`src/rtl/csa_accum_sequencer.sv`:
```
// Sequential multi-operand adder: one 3:2 carry-save stage accumulates a frame of
// operands in redundant form, and one carry-lookahead adder resolves the total at frame close.

module csa_accum_fa (
    input  logic i_a,
    input  logic i_b,
    input  logic i_c,
    output logic o_s,
    output logic o_co
);
    assign o_s  = i_a ^ i_b ^ i_c;
    assign o_co = (i_a & i_b) | (i_a & i_c) | (i_b & i_c);
endmodule

// Carry-lookahead adder built from 4-bit lookahead groups; group carries chain between groups.
module csa_accum_cla #(
    parameter int WIDTH = 16
) (
    input  logic [WIDTH-1:0] i_a,
    input  logic [WIDTH-1:0] i_b,
    input  logic             i_cin,
    output logic [WIDTH-1:0] o_sum,
    output logic             o_cout
);
    localparam int NG = WIDTH / 4;

    logic [WIDTH-1:0] w_g;
    logic [WIDTH-1:0] w_p;
    logic [NG:0]      w_gc;

    assign w_g     = i_a & i_b;
    assign w_p     = i_a ^ i_b;
    assign w_gc[0] = i_cin;
    assign o_cout  = w_gc[NG];

    for (genvar gi = 0; gi < NG; gi++) begin : g_grp
        logic [3:0] w_gg;
        logic [3:0] w_pp;
        logic [3:0] w_cc;
        logic       w_grp_g;
        logic       w_grp_p;

        assign w_gg = w_g[gi*4 +: 4];
        assign w_pp = w_p[gi*4 +: 4];

        assign w_cc[0] = w_gc[gi];
        assign w_cc[1] = w_gg[0] | (w_pp[0] & w_gc[gi]);
        assign w_cc[2] = w_gg[1] | (w_pp[1] & w_gg[0]) | (w_pp[1] & w_pp[0] & w_gc[gi]);
        assign w_cc[3] = w_gg[2] | (w_pp[2] & w_gg[1]) | (w_pp[2] & w_pp[1] & w_gg[0])
                       | (w_pp[2] & w_pp[1] & w_pp[0] & w_gc[gi]);

        assign w_grp_p = &w_pp;
        assign w_grp_g = w_gg[3] | (w_pp[3] & w_gg[2]) | (w_pp[3] & w_pp[2] & w_gg[1])
                       | (w_pp[3] & w_pp[2] & w_pp[1] & w_gg[0]);

        assign w_gc[gi+1]       = w_grp_g | (w_grp_p & w_gc[gi]);
        assign o_sum[gi*4 +: 4] = w_pp ^ w_cc;
    end
endmodule

module csa_accum_sequencer #(
    parameter int WIDTH   = 16,
    parameter int MAX_OPS = 9,
    parameter int CNT_W   = 4
) (
    input  logic             clk,
    input  logic             rst,
    input  logic             abort,
    input  logic             in_valid,
    output logic             in_ready,
    input  logic [WIDTH-1:0] in_data,
    input  logic             in_last,
    output logic             out_valid,
    input  logic             out_ready,
    output logic [WIDTH-1:0] out_sum,
    output logic             out_ovf,
    output logic [CNT_W-1:0] out_count
);
    typedef enum logic [1:0] {
        ST_IDLE    = 2'd0,
        ST_ACCUM   = 2'd1,
        ST_RESOLVE = 2'd2,
        ST_DONE    = 2'd3
    } state_t;

    localparam logic [CNT_W-1:0] MAX_CNT = CNT_W'(MAX_OPS);
    localparam logic             ONE_OP  = (MAX_OPS == 1);

    state_t           r_state;
    state_t           w_state_nxt;

    logic [WIDTH-1:0] r_s;
    logic [WIDTH-1:0] r_c;
    logic [CNT_W-1:0] r_cnt;
    logic             r_ovf;

    logic             r_out_valid;
    logic [WIDTH-1:0] r_out_sum;
    logic             r_out_ovf;
    logic [CNT_W-1:0] r_out_count;

    logic [WIDTH-1:0] w_c_sh;
    logic             w_c_drop;
    logic [WIDTH-1:0] w_csa_s;
    logic [WIDTH-1:0] w_csa_c;
    logic [WIDTH-1:0] w_cla_sum;
    logic             w_cla_cout;
    logic [CNT_W-1:0] w_cnt_inc;
    logic             w_in_fire;
    logic             w_out_fire;
    logic             w_ld_first;
    logic             w_step;
    logic             w_resolve;

    // Carry word is stored at its own bit positions; its weight is doubled on use,
    // so the MSB falls off as exactly 2^WIDTH of lost total.
    assign w_c_sh    = {r_c[WIDTH-2:0], 1'b0};
    assign w_c_drop  = r_c[WIDTH-1];
    assign w_cnt_inc = r_cnt + 1'b1;
    assign w_in_fire = in_valid & in_ready;
    assign w_out_fire = r_out_valid & out_ready;

    csa_accum_fa u_fa [WIDTH-1:0] (
        .i_a  (r_s),
        .i_b  (w_c_sh),
        .i_c  (in_data),
        .o_s  (w_csa_s),
        .o_co (w_csa_c)
    );

    csa_accum_cla #(.WIDTH(WIDTH)) u_cla (
        .i_a    (r_s),
        .i_b    (w_c_sh),
        .i_cin  (1'b0),
        .o_sum  (w_cla_sum),
        .o_cout (w_cla_cout)
    );

    always_ff @(posedge clk) begin
        if (rst) r_state <= ST_IDLE;
        else     r_state <= w_state_nxt;
    end

    always_comb begin
        w_state_nxt = r_state;
        if (abort) begin
            w_state_nxt = ST_IDLE;
        end else begin
            case (r_state)
                ST_IDLE: begin
                    if (w_in_fire)
                        w_state_nxt = (in_last || ONE_OP) ? ST_RESOLVE : ST_ACCUM;
                end
                ST_ACCUM: begin
                    if (w_in_fire && (in_last || (w_cnt_inc == MAX_CNT)))
                        w_state_nxt = ST_RESOLVE;
                end
                ST_RESOLVE: w_state_nxt = ST_DONE;
                ST_DONE: begin
                    if (w_out_fire) w_state_nxt = ST_IDLE;
                end
                default: w_state_nxt = ST_IDLE;
            endcase
        end
    end

    always_comb begin
        in_ready   = ((r_state == ST_IDLE) || (r_state == ST_ACCUM)) && !abort;
        w_ld_first = 1'b0;
        w_step     = 1'b0;
        w_resolve  = 1'b0;
        case (r_state)
            ST_IDLE:    w_ld_first = w_in_fire;
            ST_ACCUM:   w_step     = w_in_fire;
            ST_RESOLVE: w_resolve  = !abort;
            default: ;
        endcase
    end

    always_ff @(posedge clk) begin
        if (rst || abort) begin
            r_s   <= '0;
            r_c   <= '0;
            r_cnt <= '0;
            r_ovf <= 1'b0;
        end else if (w_ld_first) begin
            r_s   <= in_data;
            r_c   <= '0;
            r_cnt <= CNT_W'(1);
            r_ovf <= 1'b0;
        end else if (w_step) begin
            r_s   <= w_csa_s;
            r_c   <= w_csa_c;
            r_cnt <= w_cnt_inc;
            r_ovf <= r_ovf | w_c_drop;
        end
    end

    // Result registers survive abort and the output beat; only rst clears them.
    always_ff @(posedge clk) begin
        if (rst) begin
            r_out_valid <= 1'b0;
            r_out_sum   <= '0;
            r_out_ovf   <= 1'b0;
            r_out_count <= '0;
        end else if (abort) begin
            r_out_valid <= 1'b0;
        end else if (w_resolve) begin
            r_out_sum   <= w_cla_sum;
            r_out_ovf   <= r_ovf | w_c_drop | w_cla_cout;
            r_out_count <= r_cnt;
            r_out_valid <= 1'b1;
        end else if (w_out_fire) begin
            r_out_valid <= 1'b0;
        end
    end

    assign out_valid = r_out_valid;
    assign out_sum   = r_out_sum;
    assign out_ovf   = r_out_ovf;
    assign out_count = r_out_count;

endmodule

```
`config.mk`:
```
export PLATFORM = sky130hd
export DESIGN_NAME = csa_accum_sequencer
export DESIGN_NICKNAME = d
export VERILOG_FILES = /design/src/rtl/csa_accum_sequencer.sv
export SDC_FILE = /design/constraint.sdc
export NUM_CORES = 1
export LEC_CHECK = 0
export ABC_AREA = 1
export CORE_MARGIN = 8
export CORE_UTILIZATION = 50
export CTS_CLUSTER_DIAMETER = 50
export DETAILED_ROUTE_END_ITERATION = 6
export DONT_BUFFER_PORTS = 1
export SLEW_MARGIN = 10
export SYNTH_ARGS = -nofsm -noshare
export SYNTH_HDL_FRONTEND = slang
export SYNTH_SLANG_ARGS = --single-unit
export TNS_END_PERCENT = 1
```
`constraint.sdc`:
```
create_clock -name clk -period 4.6 [get_ports clk]
set_clock_uncertainty 0.05 [all_clocks]
set_input_delay 0.92 -clock clk [delete_from_list [all_inputs] [get_ports clk]]
set_output_delay 0.92 -clock clk [all_outputs]
set_load 0.1 [all_outputs]
```
# Yosys cells after proc, flatten, opt, wreduce, memory -nomap -nowiden

Cells that the tools add are included.
W data, S select, Z words.

Add/subtract/negate cells: 1
$mul: 0
Divide/modulo/power cells: 0
$lt $le $gt $ge: 0
Equality and inequality tests: 7
Shift operators: 0
Multiplexer cells: 14
Bitwise gates (word level): 208
Reductions and logical operators: 16

Operators by type and width:

| kind                  | count |
|---|---|
| $and A1 B1 Y1         | 102 |
| $or A1 B1 Y1          | 68 |
| $mux W16              | 2 |
| $xor A1 B1 Y1         | 31 |
| $and A16 B16 Y16      | 1 |
| $xor A16 B16 Y16      | 1 |
| $xor A4 B4 Y4         | 4 |
| $reduce_and A4 Y1     | 3 |
| $mux W2               | 4 |
| $pmux W2 S4           | 1 |
| $mux W1               | 7 |
| $ne A2 B2 Y1 const B  | 3 |
| $add A4 B1 Y4 const B | 1 |
| $eq A2 B2 Y1 const B  | 2 |
| $eq A4 B4 Y1 const B  | 1 |
| $reduce_bool A2 Y1    | 2 |
| $reduce_or A2 Y1      | 2 |
| $logic_or A1 B1 Y1    | 3 |
| $reduce_and A3 Y1     | 1 |
| $eq A2 B1 Y1 const B  | 1 |
| $logic_and A1 B1 Y1   | 2 |
| $logic_not A2 Y1      | 1 |
| $reduce_and A2 Y1     | 1 |
| $logic_not A1 Y1      | 1 |
| $not A1 Y1            | 1 |

Flip-flop bits (word level): 61
Bits in latches: 0
Memory bits (writable): 0
ROM bits: 0
Bits of input ports: 22
Memories kept: 0

# Longest topological paths before layout

Gate-level depths: netlist (run 1).

Word-level depth: 12
Mapped depth: 13
Mapped depth without buffers: 13

# Cells and area by module

Synthesis (run 1) repeated with hierarchy kept, for this count alone.

Cells, all modules: 449
Area, all modules: 3,547.2 µm²

By module, submodules not included:

| module              | instances | cells an instance | area each (µm²) | sequential area each (µm²) |
|---|---|---|---|---|
| csa_accum_sequencer | 1         | 330               | 2,483.6         | 1,221.2 |
| csa_accum_cla       | 1         | 103               | 743.2           | 0.0 |
| csa_accum_fa        | 16        | 1                 | 20.0            | 0.0 |

# Least setup slack after synthesis (run 1)

Ideal clock, no wire load.

Path kind: input to output
Start: input port abort
End: output port in_ready
Data arrival time: 1.465 ns
Required time: 3.630 ns
Slack: 2.165 ns
Stages on the path: 1
Buffers on the path: 0
Cells stage by stage: nor2_4

Cells in the longest elaborated chain, start to end: 2

RTL lines:

| what                | line | text |
|---|---|---|
| start: declaration  | 68   | `input logic abort,` |
| $logic_not A1 Y1    | 168  | `in_ready = ((r_state == ST_IDLE) \|\| (r_state == ST_ACCUM)) && !abort;` |
| $logic_and A1 B1 Y1 | 168  |  |
| end: declaration    | 70   | `output logic in_ready,` |

Every way passes these cells.

# Worst setup path in the final report (run 1)

Start: register r_state[0]
End: register r_c[3]

Cells in the longest elaborated chain, start to end: 6

RTL lines:

| what                                             | line | text |
|---|---|---|
| start: declaration                               | 89   | `state_t r_state;` |
| start signal: assignment                         | 141  | `else r_state <= w_state_nxt;` |
| $eq A2 B1 Y1 or $logic_not A2 Y1 (tied branches) | 168  |  |
| $logic_or A1 B1 Y1 (*)                           | 168  |  |
| $logic_and A1 B1 Y1 (*)                          | 168  |  |
| net in_ready                                     | 70   |  |
| $and A1 B1 Y1 (*)                                | 120  | `assign w_in_fire = in_valid & in_ready;` |
| $mux W1                                          | 172  | `case (r_state)` |
| $reduce_or A2 Y1 (no source line)                | -    |  |
| end signal: assignment                           | 193  | `r_c <= w_csa_c;` |
| end: declaration                                 | 93   | `logic [WIDTH-1:0] r_c;` |

Mark *: on every way through the listed nets, which the timed path passes. The rest lies on a longest branch.
A chain may end at the register's enable or synchronous reset.

==> results by group, run 1 <==
Critical path
  • CP required: 4770 ps
  • Critical Path AT: 3100 ps
  • Nature of the critical path endpoint: flop
  • Worst setup path class: flop to flop
  • Cell family with the largest share of critical-path delay: simple AND/OR/NAND/NOR gates
  • Library cell contributing the largest single delay on the critical path: sky130_fd_sc_hd__nor2_4
  • Launch point of the critical path: r_state[0]
  • CP most frequent cell: sky130_fd_sc_hd__inv_2
  • Critical register-to-register path startpoint: r_state[0]
  • Critical path startpoint category: flop
  • Worst Path Max Fanout: 30
  • Cell chain of the critical path: inv_1 > ha_1 > buf_4 > nor2_2 > nor2_4 > nand2_8 > inv_2 > nand2_2 > nand2_4 > inv_2 > o21ai_1 > a21oi_1
  • Largest stage delay on the critical path: 570 ps
  • Worst path buffer plus inverter count: 4
  • Register-to-Register Setup Slack: 1670 ps

CTS
  • Worst-path clk slew: 70 ps
  • Number of sinks on the clock net: 61
  • Clock tree from TritonCTS: yes
  • Hold_buf cts: 0
  • Number of buffers created by CTS: 9
  • Number of setup buffers added after CTS: 0
  • Master cell of the clock root buffer: sky130_fd_sc_hd__clkbuf_8
  • H-Tree Depth: 3
  • Clock latency on the worst-skew pair: 350 ps
  • Max clock buf depth: 2
  • Post-cts sizing count: 0

STA
  • Portion of the clock cycle consumed by the worst path in the final layout: 63.7%
  • Unrepaired setup endpoints after global routing: no
  • Hold violation total from the final report: 0
  • Least-Margin Pin Slew: 998 ps
  • Max_slew headroom: 33.4%
  • Highest clock rate: 0.342 GHz
  • Sum of negative setup slack: 0 ps
  • Count of final max-slew check failures: 0
  • Count of endpoints failing setup in the final report: 0
  • Clock period minus worst slack: 2930 ps

Hold path
  • Kind of path behind the tightest hold check: flop to flop
  • Min-delay src: r_s[0]

Yosys
  • Library cell with the largest summed area after synthesis: sky130_fd_sc_hd__dfxtp_1
  • Syn avg cell area: 8.25 sq um
  • Cell area after synthesis: 3420 sq um
  • Async set or reset register ratio after synthesis: 0%
  • Post-synthesis sequential element count: 61
  • Share of Yosys cell area claimed by the top area cell type: 35.8%
  • Cell with the most instances after synthesis: sky130_fd_sc_hd__nand2_1
  • Most instantiated flip-flop cell in the synthesis netlist: sky130_fd_sc_hd__dfxtp_1
  • Ys Warns: 0
  • Top post-synthesis cells by count: 93 x sky130_fd_sc_hd__nand2_1, 61 x sky130_fd_sc_hd__dfxtp_1, 34 x sky130_fd_sc_hd__a21oi_1
  • Cell types occupying the most area after synthesis: sky130_fd_sc_hd__dfxtp_1 36%, sky130_fd_sc_hd__fa_1 11%, sky130_fd_sc_hd__nand2_1 10%
  • Synth cell types: 32
  • Net count after synthesis: 477
  • Post-synth EDFFs: 0
  • Portion of the post-synthesis area used by sequential elements: 35.8%
  • Cell count after synthesis: 414

Final layout
  • Area taken by flip-flops and latches: 1220 sq um
  • Ant diodes: 0
  • Area taken by multi-input logic gates: 1980 sq um
  • Growth of design area from synthesis to finish: 8.42%
  • Fin cells: 497
  • Fin util: 55.1%
  • Share of layout cells above drive strength 1: 9.83%
  • Net count of the finished layout: 476
  • Filler Cell Count: 609

Die
  • Horizontal die dimension: 98.7 um
  • Die Ht: 98.7 um
  • I/O pin count: 45
  • CORE AREA: 6720 sq um
  • DIE AREA: 9730 sq um
  • Initial core utilization: 50.8%
  • Std-Cell Rows: 30

Global route
  • Initial antenna violation count: 0
  • Maximum number of pins on one net before global-route repair: 37
  • Vias in the first global route: 2502
  • Overall Global Routing Usage: 17.2%
  • Wire length of the first global-routing pass: 13000 um
  • Grt total ovfl: 0

Route
  • DRC errors left: 0
  • Initial DRC Count: 120
  • Via count: 2683
  • Total Wirelength: 7930 um
  • Number of optimization iterations in the first detailed-route pass: 4
  • Wire length per cell: 16.0 um
  • Post-detailed-route count of antenna-violating nets: 0
  • Post-detailed-route via-to-cell ratio: 5.40

Placement
  • Final HPWL from detailed placement: 5670 um
  • Cell Count Post-Placement: 482
  • Input/output buffers: 0
  • Final estimated routing congestion in global placement: 0.788

Pwr
  • Worst vdd rail ir drop: 0.161 mV
  • Proportion of power drawn by combinational gates: 9.6%
  • Proportion of total power due to net switching: 28.2%
  • Clock network fraction of design power: 44.3%
  • Sequential fraction of design power: 46.1%
  • Cell internal pwr: 969 uW
  • Pwr dens: 364 nW/um^2
  • Leakage power: 0.00158 uW
  • Total design power: 1350 uW
  • Power dissipated by switching net loads: 380 uW

Status
  • Outcome: finished, final reports clean

Flow run
  • Max capacitance violation total: 0
cell families (layout without fill, tap and decap cells):
group | count (synthesis) | in the layout | synth area share [%]
simple gates | 145 | 145 | 18.2
compound gates | 108 | 108 | 18.5
flops | 61 | 61 | 35.8
buf+inv | 51 | 54 | 6.34
fa+ha+maj | 41 | 41 | 19.2
xor+xnor | 8 | 8 | 2.05
worst min-delay path: cells and delay by family (launching register included):
| family | cells | cell delay, ps |
|---|---|---|
| AOI/OAI and AO/OA | 1 | 50 |
| buffers and inverters | 1 | 50 |
| DFF | 1 | 330 |
state kept, by name (all words and copies together), names as in the netlist:
register   count
out_ovf        1
out_count      4
r_s           16
r_state        2
r_c           16
out_valid      1
r_ovf          1
r_cnt          4
out_sum       16
power by group through the flow:
stage                     Sequential [uW]  Combinational (uW)  Clock, uW
after floorplan                       629                 106          0
after global placement                633                 128          0
after detailed placement              634                 130          0
after CTS                             622                 131        612
after global routing                  623                 149        636
final                                 621                 130        598
per-layer routing:
layer  track usage, %  vias to the layer above  routed length, um
li1                 -                     1357                  -
met4             8.85                        0                183
met2             26.5                       53               3670
met1             21.1                     1260               3570
met3             5.50                       13                515
met5                0                        -                  0
per-stage QoR:
stage / hold slack [ps] / setup WS, ps / cell area [sq um]
2_1_floorplan: 387 / 2160 / 3420
3_3_place_gp: 407 / 1760 / 3460
3_5_place_dp: 412 / 1650 / 3460
4_1_cts: 420 / 1630 / 3700
5_1_grt: 442 / 1430 / 3700
6_report: 420 / 1670 / 3700
path summary, 6_finish.rpt:
kind / end / depth (start not counted)
min: out_sum[0] / 2
min reg2reg: out_sum[0] / 2
max reg2reg: r_c[3] / 12
max: r_c[3] / 12
layout make-up:
cell class                 count  area share [%]
tap                           80            2.70
clock buffer                  11            4.09
inverter                      36            3.65
multi-input combinational    302            53.4
timing repair buffer           3           0.608
clock inverter                 4            2.57
sequential                    61            33.0
cell usage in the layout, fill, tap and decap left out:
| master | instances |
|---|---|
| sky130_fd_sc_hd__nand2_1 | 93 |
| sky130_fd_sc_hd__dfxtp_1 | 61 |
| sky130_fd_sc_hd__a21oi_1 | 34 |
| sky130_fd_sc_hd__inv_1 | 33 |
| sky130_fd_sc_hd__nor2_1 | 30 |
| sky130_fd_sc_hd__o21ai_0 | 30 |
| sky130_fd_sc_hd__ha_1 | 22 |
| sky130_fd_sc_hd__fa_1 | 19 |
| sky130_fd_sc_hd__a31oi_1 | 12 |
| sky130_fd_sc_hd__a21oi_2 | 11 |
| sky130_fd_sc_hd__clkbuf_8 | 11 |
| sky130_fd_sc_hd__nand3_1 | 10 |
| sky130_fd_sc_hd__o21ai_1 | 9 |
| sky130_fd_sc_hd__o21a_1 | 8 |
| sky130_fd_sc_hd__xnor2_1 | 5 |
| sky130_fd_sc_hd__nor2_2 | 3 |
| sky130_fd_sc_hd__inv_2 | 3 |
| sky130_fd_sc_hd__xor2_1 | 3 |
| sky130_fd_sc_hd__bufinv_16 | 3 |
| sky130_fd_sc_hd__buf_4 | 3 |
| sky130_fd_sc_hd__nor3_1 | 2 |
| sky130_fd_sc_hd__nand2_2 | 2 |
| sky130_fd_sc_hd__nor2_4 | 1 |
| sky130_fd_sc_hd__nand2_8 | 1 |
| sky130_fd_sc_hd__nor2_8 | 1 |
| sky130_fd_sc_hd__nand2_4 | 1 |
| sky130_fd_sc_hd__a211oi_1 | 1 |
| sky130_fd_sc_hd__o211a_1 | 1 |
| sky130_fd_sc_hd__a2111oi_0 | 1 |
| sky130_fd_sc_hd__nand4_1 | 1 |
| sky130_fd_sc_hd__o21bai_1 | 1 |
| sky130_fd_sc_hd__clkinv_2 | 1 |
No activity file was read; power rests on OpenSTA's default activity.
==> inputs of run 2 (changes only) <==
--- a/config.mk
+++ b/config.mk
@@ -11,6 +11,7 @@
 export CTS_CLUSTER_DIAMETER = 50
 export DETAILED_ROUTE_END_ITERATION = 6
 export DONT_BUFFER_PORTS = 1
+export PLACE_DENSITY = 0.68
 export SLEW_MARGIN = 10
 export SYNTH_ARGS = -nofsm -noshare
 export SYNTH_HDL_FRONTEND = slang
==> constraint.sdc (replaced) <==
create_clock -name clk -period 2.6 [get_ports clk]
set_clock_uncertainty 0.05 [all_clocks]
set_input_delay 0.52 -clock clk [delete_from_list [all_inputs] [get_ports clk]]
set_output_delay 0.52 -clock clk [all_outputs]
set_load 0.1 [all_outputs]
==> results by group, run 2 (synthesis results as in run 1) <==
CTS
  • Number of sinks on the clock net: 61
  • Hold_buf cts: 0
  • Clock tree from TritonCTS: yes
  • Number of buffers created by CTS: 9
  • H-Tree Depth: 3
  • Clock latency on the worst-skew pair: 350 ps
  • Master cell of the clock root buffer: sky130_fd_sc_hd__clkbuf_8
  • Post-cts sizing count: 0
  • Number of setup buffers added after CTS: 0
  • Max clock buf depth: 2
  • Worst-path clk slew: 60 ps

Global route
  • Routing usage on met1: 21.6%
  • Initial antenna violation count: 0
  • Overall Global Routing Usage: 18.3%
  • Routing usage on met3: 5.29%
  • Met2 usage in global routing: 30.1%
  • Maximum number of pins on one net before global-route repair: 24
  • Wire length of the first global-routing pass: 14100 um
  • Grt total ovfl: 0
  • Vias in the first global route: 2867
  • Busiest metal layer after global routing: met2

Route
  • Post-detailed-route count of antenna-violating nets: 0
  • Number of optimization iterations in the first detailed-route pass: 4
  • Initial DRC Count: 147
  • Total Wirelength: 8370 um
  • DRC errors left: 0
  • Via count: 2814
  • Wire length per cell: 16.0 um
  • Post-detailed-route via-to-cell ratio: 5.38

Pwr
  • Proportion of power drawn by combinational gates: 17.4%
  • Leakage power: 0.00169 uW
  • Sequential fraction of design power: 45.1%
  • Pwr dens: 568 nW/um^2
  • Power dissipated by switching net loads: 667 uW
  • Worst vdd rail ir drop: 0.337 mV
  • Cell internal pwr: 1510 uW
  • Proportion of total power due to net switching: 30.6%
  • Clock network fraction of design power: 37.5%

Hold path
  • Hold Path Stages: 3
  • Kind of path behind the tightest hold check: input port to flop
  • Min-delay src: rst

Final layout
  • Share of layout cells above drive strength 1: 14.4%
  • Fin cells: 523
  • Net count of the finished layout: 501
  • Growth of design area from synthesis to finish: 12.3%
  • Highest-count cells in the layout ignoring fill and taps: 93 x sky130_fd_sc_hd__nand2_1, 61 x sky130_fd_sc_hd__dfxtp_1, 34 x sky130_fd_sc_hd__a21oi_1
  • Fin util: 57.1%
  • Ant diodes: 0
  • Non-Filler Cell Area, Final: 3830 sq um
  • Most frequent standard cell in the layout excluding fill and tap cells: sky130_fd_sc_hd__nand2_1

Critical path
  • Library cell contributing the largest single delay on the critical path: sky130_fd_sc_hd__ha_1
  • CP required: 2030 ps
  • Nature of the critical path endpoint: output pin
  • R2R depth: 10
  • Launch point of the critical path: r_state[0]
  • Worst setup path class: flop to output pin
  • Cell chain of the critical path: inv_1 > ha_1 > nor2_2 > nor2_4 > buf_4
  • Critical path startpoint category: flop
  • Critical register-to-register path startpoint: r_c[4]
  • Critical Path AT: 1760 ps
  • Worst Path Max Fanout: 8
  • Largest stage delay on the critical path: 360 ps

STA
  • Sum of negative setup slack: 0 ps
  • Hold violation total from the final report: 0
  • Max_slew headroom: 59.0%
  • Worst hold slack after final layout: 274 ps
  • Least-Margin Pin Slew: 615 ps
  • Unrepaired setup endpoints after global routing: no
  • Portion of the clock cycle consumed by the worst path in the final layout: 89.4%
  • Count of endpoints failing setup in the final report: 0
  • Highest clock rate: 0.430 GHz
  • Clock period minus worst slack: 2330 ps
  • Count of final max-slew check failures: 0

Placement
  • Total cell area at the placement stage: 3640 sq um
  • Final estimated routing congestion in global placement: 0.825
  • Cell Count Post-Placement: 507
  • Final HPWL from detailed placement: 6060 um
  • Input/output buffers: 0

Die
  • Std-Cell Rows: 30
  • Die Ht: 98.7 um
  • DIE AREA: 9730 sq um
  • Initial core utilization: 50.8%
  • CORE AREA: 6720 sq um
  • I/O pin count: 45
  • Horizontal die dimension: 98.7 um

Flow run
  • Max capacitance violation total: 0

Status
  • Outcome: finished, final reports clean
-- run 2: cell types whose count changed in the layout (fill, tap and decap cells not counted) --
cell	previous run	this run
sky130_fd_sc_hd__clkbuf_8	11	13
sky130_fd_sc_hd__clkinv_2	1	0
sky130_fd_sc_hd__bufinv_16	3	0
sky130_fd_sc_hd__buf_4	3	28
sky130_fd_sc_hd__clkbuf_1	0	3
-- run 2: cell type report --
cell class,instances,area (sq um)
well taps,80,100
inverters,36,135
fillers,587,2880
multi-input cells,302,1980
repair buffers,28,210
flip-flops and latches,61,1220
clock buffers,16,190
-- run 2: worst paths after layout --
check / slack (ps) / endpoint
setup / recovery: 270 / in_ready
hold / removal: 270 / out_sum[15]
setup reg to reg: 350 / out_sum[13]
hold reg to reg: 430 / out_sum[0]
-- run 2: stage by stage --
stage               power [uW]  worst slack, ps
floorplan                 1300              497
global placement          1380              389
detailed placement        1380              357
CTS                       2190              268
global route              2260             49.8
finish                    2180              275
-- run 2: worst max-delay path: cells and delay by family (launching register included) --
kind / cells / cell delay, ps
adders and majority gates: 1 / 360
buffers and inverters: 2 / 430
DFF: 1 / 330
and+or+nand+nor: 2 / 280
-- run 2: metal layers --
layer | vias to the layer above | wire [um]
li1 | 1414 | -
met1 | 1341 | 3650
met2 | 46 | 4040
met3 | 13 | 471
met4 | 0 | 206
met5 | - | 0
-- run 2: power by group through the flow --
stage          sequential [uW]  clock (uW)  combinational (uW)
3_3_place_gp              1000           0                 376
4_1_cts                    982         831                 382
5_1_grt                    985         864                 414
2_1_floorplan             1110           0                 187
6_report                   982         815                 380
3_5_place_dp              1000           0                 380
